## src/rtl/condicionador_botoes_pkg.sv

```systemverilog
// Shared definitions for the push-button conditioner: FSM encoding and
// the default debounce length.
package condicionador_botoes_pkg;

   typedef enum logic [1:0] {
      ESPERA    = 2'd0,
      PRONTO    = 2'd1,
      SEGURANDO = 2'd2
   } estado_t;

   localparam int N_BOTOES        = 4;
   localparam int DEBOUNCE_PADRAO = 50000;

endpackage

```

## src/rtl/condicionador_botoes_if.sv

```systemverilog
// Button-side bundle between the raw inputs, the control unit and the game
// data path. The slave modport is the conditioner itself.
interface condicionador_botoes_if;
   import condicionador_botoes_pkg::*;

   logic [N_BOTOES-1:0] botoes_brutos;
   logic                habilita;
   logic [N_BOTOES-1:0] botoes_limpos;
   logic [N_BOTOES-1:0] jogada;
   logic                jogada_feita;
   logic                jogada_invalida;
   logic [1:0]          db_estado;

   modport master (
      output botoes_brutos, habilita,
      input  botoes_limpos, jogada, jogada_feita, jogada_invalida, db_estado
   );

   modport slave (
      input  botoes_brutos, habilita,
      output botoes_limpos, jogada, jogada_feita, jogada_invalida, db_estado
   );
endinterface

```

## src/rtl/condicionador_botoes_debounce_bit.sv

```systemverilog
// One button lane: two-flop synchronizer followed by a counter that flips
// the filtered level only after DEBOUNCE_CICLOS consecutive disagreeing cycles.
module debounce_bit
   import condicionador_botoes_pkg::*;
#(
   parameter int DEBOUNCE_CICLOS = DEBOUNCE_PADRAO
) (
   input  logic clock,
   input  logic reset,
   input  logic i_bruto,
   output logic o_limpo
);

   localparam int CONT_W = $clog2(DEBOUNCE_CICLOS);
   localparam logic [CONT_W-1:0] CONT_MAX = CONT_W'(DEBOUNCE_CICLOS - 1);

   logic              r_meta;
   logic              r_sinc;
   logic              r_limpo;
   logic [CONT_W-1:0] r_cont;

   always_ff @(posedge clock or posedge reset) begin
      if (reset) begin
         r_meta <= 1'b0;
         r_sinc <= 1'b0;
      end else begin
         r_meta <= i_bruto;
         r_sinc <= r_meta;
      end
   end

   // Any cycle of agreement restarts the count, so glitches never accumulate.
   always_ff @(posedge clock or posedge reset) begin
      if (reset) begin
         r_cont  <= '0;
         r_limpo <= 1'b0;
      end else if (r_sinc == r_limpo) begin
         r_cont  <= '0;
      end else if (r_cont == CONT_MAX) begin
         r_cont  <= '0;
         r_limpo <= ~r_limpo;
      end else begin
         r_cont  <= r_cont + CONT_W'(1);
      end
   end

   assign o_limpo = r_limpo;

endmodule

```

## src/rtl/condicionador_botoes.sv

```systemverilog
// Conditions the four game buttons and turns a clean single-button press
// into a one-cycle jogada_feita pulse with a held one-hot jogada code.
module condicionador_botoes
   import condicionador_botoes_pkg::*;
#(
   parameter int DEBOUNCE_CICLOS = DEBOUNCE_PADRAO
) (
   input  logic                  clock,
   input  logic                  reset,
   condicionador_botoes_if.slave bus
);

   logic [N_BOTOES-1:0] w_limpos;
   logic                w_algum;
   logic                w_varios;
   logic                w_unico;

   estado_t             r_estado;
   estado_t             w_prox_estado;
   logic [N_BOTOES-1:0] r_jogada;
   logic [N_BOTOES-1:0] w_prox_jogada;
   logic                r_feita;
   logic                w_prox_feita;
   logic                r_invalida;
   logic                w_prox_invalida;

   for (genvar g = 0; g < N_BOTOES; g++) begin : g_debounce
      debounce_bit #(.DEBOUNCE_CICLOS(DEBOUNCE_CICLOS)) u_debounce (
         .clock   (clock),
         .reset   (reset),
         .i_bruto (bus.botoes_brutos[g]),
         .o_limpo (w_limpos[g])
      );
   end

   // Clearing the lowest set bit leaves something only when two or more are set.
   assign w_algum  = |w_limpos;
   assign w_varios = |(w_limpos & (w_limpos - 4'd1));
   assign w_unico  = w_algum & ~w_varios;

   always_comb begin
      w_prox_estado   = r_estado;
      w_prox_jogada   = r_jogada;
      w_prox_feita    = 1'b0;
      w_prox_invalida = 1'b0;
      case (r_estado)
         ESPERA: begin
            if (!w_algum && bus.habilita) begin
               w_prox_estado = PRONTO;
            end else begin
               w_prox_estado = ESPERA;
            end
         end
         PRONTO: begin
            if (!bus.habilita) begin
               w_prox_estado = ESPERA;
            end else if (w_unico) begin
               w_prox_estado = SEGURANDO;
               w_prox_jogada = w_limpos;
               w_prox_feita  = 1'b1;
            end else if (w_varios) begin
               w_prox_estado   = SEGURANDO;
               w_prox_invalida = 1'b1;
            end else begin
               w_prox_estado = PRONTO;
            end
         end
         SEGURANDO: begin
            if (!w_algum) begin
               w_prox_estado = ESPERA;
            end else begin
               w_prox_estado = SEGURANDO;
            end
         end
         default: begin
            w_prox_estado = ESPERA;
         end
      endcase
   end

   always_ff @(posedge clock or posedge reset) begin
      if (reset) begin
         r_estado   <= ESPERA;
         r_jogada   <= 4'd0;
         r_feita    <= 1'b0;
         r_invalida <= 1'b0;
      end else begin
         r_estado   <= w_prox_estado;
         r_jogada   <= w_prox_jogada;
         r_feita    <= w_prox_feita;
         r_invalida <= w_prox_invalida;
      end
   end

   assign bus.botoes_limpos   = w_limpos;
   assign bus.jogada          = r_jogada;
   assign bus.jogada_feita    = r_feita;
   assign bus.jogada_invalida = r_invalida;
   assign bus.db_estado       = r_estado;

endmodule

```

## src/flat_wrapper.sv

```systemverilog
// flat-port wrapper written by rule: the top's interface ports become plain ports
module condicionador_botoes_flat import condicionador_botoes_pkg::*;
#(
   parameter int DEBOUNCE_CICLOS = DEBOUNCE_PADRAO
)
  (clock, reset, bus_botoes_brutos, bus_habilita, bus_botoes_limpos, bus_jogada, bus_jogada_feita, bus_jogada_invalida, bus_db_estado);
  condicionador_botoes_if bus_i ();
  input  logic clock;
  input  logic reset;
  input wire logic [$bits(bus_i.botoes_brutos)-1:0] bus_botoes_brutos;
  input wire logic [$bits(bus_i.habilita)-1:0] bus_habilita;
  output wire logic [$bits(bus_i.botoes_limpos)-1:0] bus_botoes_limpos;
  output wire logic [$bits(bus_i.jogada)-1:0] bus_jogada;
  output wire logic [$bits(bus_i.jogada_feita)-1:0] bus_jogada_feita;
  output wire logic [$bits(bus_i.jogada_invalida)-1:0] bus_jogada_invalida;
  output wire logic [$bits(bus_i.db_estado)-1:0] bus_db_estado;
  assign bus_i.botoes_brutos = bus_botoes_brutos;
  assign bus_i.habilita = bus_habilita;
  assign bus_botoes_limpos = bus_i.botoes_limpos;
  assign bus_jogada = bus_i.jogada;
  assign bus_jogada_feita = bus_i.jogada_feita;
  assign bus_jogada_invalida = bus_i.jogada_invalida;
  assign bus_db_estado = bus_i.db_estado;
  condicionador_botoes #(.DEBOUNCE_CICLOS(DEBOUNCE_CICLOS)) u_core (.clock(clock), .reset(reset), .bus(bus_i));
endmodule
```

## config.mk

```make
export PLATFORM = sky130hd
export DESIGN_NAME = condicionador_botoes_flat
export DESIGN_NICKNAME = d
export VERILOG_FILES = /design/src/rtl/condicionador_botoes_pkg.sv /design/src/rtl/condicionador_botoes_if.sv /design/src/rtl/condicionador_botoes_debounce_bit.sv /design/src/rtl/condicionador_botoes.sv /design/src/flat_wrapper.sv
export SDC_FILE = /design/constraint.sdc
export NUM_CORES = 1
export LEC_CHECK = 0
export CAP_MARGIN = 30
export CORE_MARGIN = 10
export CORE_UTILIZATION = 25
export DETAILED_ROUTE_END_ITERATION = 12
export HOLD_SLACK_MARGIN = 0.12
export PLACE_DENSITY = 0.45
export REMOVE_ABC_BUFFERS = 1
export SLEW_MARGIN = 20
export SYNTH_ARGS = -nofsm -noshare
export SYNTH_HDL_FRONTEND = slang
export SYNTH_SLANG_ARGS = --single-unit
```

## constraint.sdc

```tcl
create_clock -name clock -period 4.05 [get_ports clock]
set_input_delay 0.6075 -clock clock [delete_from_list [all_inputs] [get_ports clock]]
set_output_delay 0.6075 -clock clock [all_outputs]
set_load 0.005 [all_outputs]
```

* Yosys cells after proc, flatten, opt, wreduce, memory -nomap -nowiden
Cells that the tools add are included.
** Word-level totals
- Register bits :: 84
- Bits of input ports :: 7
- Output and inout port bits :: 12
- Logic and storage cells :: 77
** Operators by class
- Add/subtract/negate cells :: 5
- Equal/unequal tests :: 10
- Mux-type cells :: 21
- Bitwise gates (word level) :: 11
- Reductions and logical operators :: 10
** Operators by type and width (count)
- $mux W16 :: 8
- $add A16 B1 Y16 const B :: 4
- $eq A16 B16 Y1 const B :: 4
- $not A1 Y1 :: 9
- $mux W1 :: 8
- $mux W2 :: 4
- $reduce_and A2 Y1 :: 4
- $reduce_or A4 Y1 :: 2
- $pmux W2 S3 :: 1
- $and A4 B4 Y4 :: 1
- $eq A1 B1 Y1 :: 4
- $sub A4 B1 Y4 const B :: 1
- $reduce_and A3 Y1 :: 1
- $eq A2 B1 Y1 const B :: 1
- $eq A2 B2 Y1 const B :: 1
- $logic_not A2 Y1 :: 1
- $and A1 B1 Y1 :: 1
- $logic_and A1 B1 Y1 :: 1
- $logic_not A1 Y1 :: 1

* Logic depth before layout (Yosys ltp)
- Depth in word-level cells :: 8
- Depth in mapped cells :: 5
- Gate-level depth less buffers :: 5

* Modules after synthesis
A second synthesis with hierarchy kept.
** Second synthesis, totals
- Cell total of the unflattened synthesis :: 401
- Area total of the unflattened synthesis :: 4418.0 um2
** By module, submodules not included
- debounce_bit :: instances 4, cells each 87, area each 982.2 um2, sequential area each 475.5 um2
- condicionador_botoes :: instances 1, cells each 53, area each 489.2 um2, sequential area each 200.2 um2

* Worst setup path before layout
No wires, ideal clock.
- Path type :: reg-to-reg
- Start point :: register u_core.g_debounce[2].u_debounce.r_cont[11]
- End point :: register u_core.g_debounce[2].u_debounce.r_cont[10]
- Setup time :: 119 ps
- Arrival time :: 1546 ps
- Required time :: 3931 ps
- Slack :: 2386 ps
- Stages on the path, launching flop included :: 5
- Path buffers :: 1
- Period minus slack after synthesis :: 1664 ps
- Cells stage by stage :: dfrtp_1 -> or3_1 -> o41ai_4 -> buf_6 -> nor2_1
** On the way
- Word-level cells in the longest chain between the ends :: 3
** RTL lines
- from (decl) :: RTL line condicionador_botoes_debounce_bit.sv:20 : logic [CONT_W-1:0] r_cont;
- from (signal assigned) :: RTL line condicionador_botoes_debounce_bit.sv:43 : r_cont <= r_cont + CONT_W'(1);
- $eq A16 B16 Y1 :: RTL line condicionador_botoes_debounce_bit.sv:39 : end else if (r_cont == CONT_MAX) begin
- $mux W16 :: RTL line condicionador_botoes_debounce_bit.sv:39
- $mux W16 :: RTL line condicionador_botoes_debounce_bit.sv:37 : end else if (r_sinc == r_limpo) begin
No other way between the ends.
A chain may end at the register's enable or synchronous reset.

* Worst setup path after layout
- Start point :: register u_core.g_debounce[0].u_debounce.r_limpo
- End point :: output port bus_botoes_limpos[0]
** RTL lines
- from (decl) :: RTL line condicionador_botoes_debounce_bit.sv:19 : logic r_limpo;
- from (signal assigned) :: RTL line condicionador_botoes_debounce_bit.sv:41 : r_limpo <= ~r_limpo;
- to (decl) :: RTL line flat_wrapper.sv:12 : output wire logic [$bits(bus_i.botoes_limpos)-1:0] bus_botoes_limpos;
No word-level cell between the ends.

==> impl_metrics.toml <==
[status]
status = "completed"

[timing]
fin_crit_ns = 2.17
finalCritPeriodShare = 0.536
fmax_mhz = 461
hold_ws_ns = 0.348
setup_tns_ns = 0
clock_skew_ns = 0.00622
setup_viol = 0
rsz0062_at_grt = "false"
finalMaxSlewViolations = 0
hold_violations = 0
slew_headroom = 0.410
tightest_slew_ns = 0.883
fin_ws_ns = 1.88

[logic_synthesis]
synth_flop_cell = "dfrtp_1"
synth_cell_type_count = 35
seq_area_frac_synth = 0.522
synth-seq-cells = 84
synth.cell_area_mm2 = 0.00403
synth_edf_count = 0
ys_warn_count = 0
avgSynthCellArea_um2 = 10.2
async_flop_share = 1.00
syn_inst = 394

[clock_tree]
clockBufferDepth = 2
cts-root-buf = "clkbuf_16"
cts-resized-gates = 0
cts_tree = "done"
htreeDepth = 3
postCtsSetupRepairBufs = 0
cts_buffers = 9
path_clk_slew_ns = 0.06
cts_hold_buf = 0
cts.sinks = 84
insertion_delay_ns = 0.33

[finish]
final_util = 0.297
mostFrequentLayoutCell = "nor2_1"
fillers = 1642
diodes = 0
syn_to_final_growth_pct = 16.7
fin_area_mm2 = 0.00470
drive_above_1_share = 0.0694
final_cell_mix = "85 x nor2_1, 84 x dfrtp_1, 49 x xnor2_1, 25 x nand3_1, 22 x nor4_1"
nets = 424

[worst_setup_path]
critPathCaptureType = "primary output"
crit_type = "flip-flop to primary output"
crit_arrival_ns = 1.56
cp_top_family = "flip-flops"
required_ns = 3.44
crit_buf_inv = 1
path_max_fanout = 14
cp_slowest_cell = "dfrtp_1"
max_stage_delay_ns = 0.63
path_cells = "clkdlybuf4s50_1"
start_kind = "flip-flop"

[drt]
firstDrtPassIters = 4
drc = 0
wl_per_cell_um = 12.2
route.vias.total = 2729
ant_nets = 0
via_per_inst = 4.30
wirelength_mm = 7.72
first_iter_violations = 126

[grt]
grt_pass1_wl_mm = 13.4
grt_max_degree = 33
grt_usage = 0.0749
grt_pass1_vias = 2753
grt_overflow = 0
antenna_found_initial = 0

[place]
pre_cts_slack_ns = 2.00
dp_hpwl_mm = 5.37
io_buffer_count = 18
placed_cell_area_mm2 = 0.00441
gp_congestion = 0.782

[power_and_ir_drop]
ir_worst_vdd_mv = 0.170
p_leak_uw = 0.00185
power_density_mw_per_mm2 = 368

[die]
die_area_mm2 = 0.0216
die_w_um = 147
start_util = 0.254
rows = 46
placeableCoreArea_mm2 = 0.0158
die_h_um = 147
io_pins = 19

[job]
drv_cap = 0

[hold_path]
hp-class = "flip-flop to flip-flop"
-- kinds of logic (layout without fill, tap and decap cells) --
group                    Yosys count  in the layout  share of synthesized area
XOR/XNOR                          60             60                      0.131
multiplexers                       5              5                     0.0137
AND/OR/NAND/NOR                  194            194                      0.232
AO/OA/AOI/OAI                     19             19                     0.0525
adder cells (fa/ha/maj)            4              4                     0.0124
buffers and inverters             28             52                     0.0367
flip-flops                        84             84                      0.522
-- power breakdown --
| part | total (uW) | leakage (uW) | switching, uW | internal [uW] |
|---|---|---|---|---|
| Sequential | 865 | 0.00114 | 12.0 | 853 |
| Combinational | 60.7 | 0.000567 | 39.0 | 21.6 |
| Clock | 804 | 0.000139 | 327 | 478 |
| Total | 1730 | 0.00185 | 378 | 1350 |
-- cells in the mapped netlist (2+ instances only) --
cell type  instances  area [um2]
nand3b_1           4        30.0
clkbuf_1           3        11.3
or3_1              2        12.5
nand4_1           13        81.3
o41ai_4            4         110
mux2_2             4        45.0
nand2_1           17        63.8
a32o_1             3        30.0
xor2_1            11        96.3
nor4b_1            2        17.5
dfrtp_1           84        2100
nor2_1            85         319
nor3_1            16        80.1
and2_1             2        12.5
buf_4              5        37.5
o21ai_0            3        15.0
nand3_1           25         125
nor4_1            22         138
a21oi_1            5        25.0
buf_6              3        33.8
ha_1               4        50.1
inv_1             16        60.1
xnor2_1           49         429
-- final cells by class --
| class | count | area, um2 | share of cell area |
|---|---|---|---|
| clock buffer | 10 | 229 | 0.0487 |
| clock inverter | 6 | 63.8 | 0.0136 |
| inverter | 16 | 61.3 | 0.0130 |
| multi-input combinational | 282 | 1780 | 0.378 |
| sequential | 84 | 2100 | 0.447 |
| tap | 216 | 270 | 0.0575 |
| timing repair buffer | 20 | 195 | 0.0415 |
-- sequential cells by signal (all words and copies together) (netlist names) --
name and cells:
u_core.g_debounce.u_debounce.r_cont 64, u_core.bus.jogada 4, u_core.g_debounce.u_debounce.o_limpo 4, u_core.g_debounce.u_debounce.r_meta 4, u_core.g_debounce.u_debounce.r_sinc 4, u_core.bus.db_estado 2
u_core.bus.jogada_feita 1, u_core.bus.jogada_invalida 1
-- final timing paths --
| kind | from | endpoint | slack, ns | cells past startpoint |
|---|---|---|---|---|
| max | u_core.g_debounce[0].u_debounce.o_limpo$_DFFE_PP0P_ | bus_botoes_limpos[0] | 1.88 | 1 |
| min | u_core.g_debounce[0].u_debounce.r_meta$_DFF_PP0_ | u_core.g_debounce[0].u_debounce.r_sinc$_DFF_PP0_ | 0.35 | 0 |
| max reg2reg | u_core.g_debounce[1].u_debounce.r_cont[0]$_DFF_PP0_ | u_core.g_debounce[1].u_debounce.r_cont[3]$_DFF_PP0_ | 2.02 | 4 |
| min reg2reg | u_core.g_debounce[0].u_debounce.r_meta$_DFF_PP0_ | u_core.g_debounce[0].u_debounce.r_sinc$_DFF_PP0_ | 0.35 | 0 |
| max in group asynchronous | reset | u_core.g_debounce[1].u_debounce.r_cont[11]$_DFF_PP0_ | 2.74 | 3 |
| min in group asynchronous | reset | u_core.g_debounce[2].u_debounce.r_cont[14]$_DFF_PP0_ | 0.56 | 2 |
-- metrics by stage --
step	instances	total power, uW
global placement	618	942
global route	634	1810
CTS	634	1760
finish	634	1730
floorplan	382	920
detailed placement	618	944
-- layer usage --
metal	track usage	wire length, um
met5	0	0
met4	0.0327	84
met3	0.0203	279
met2	0.115	3550
met1	0.0968	3810
Note: power is estimated with default switching activity, not from simulation.
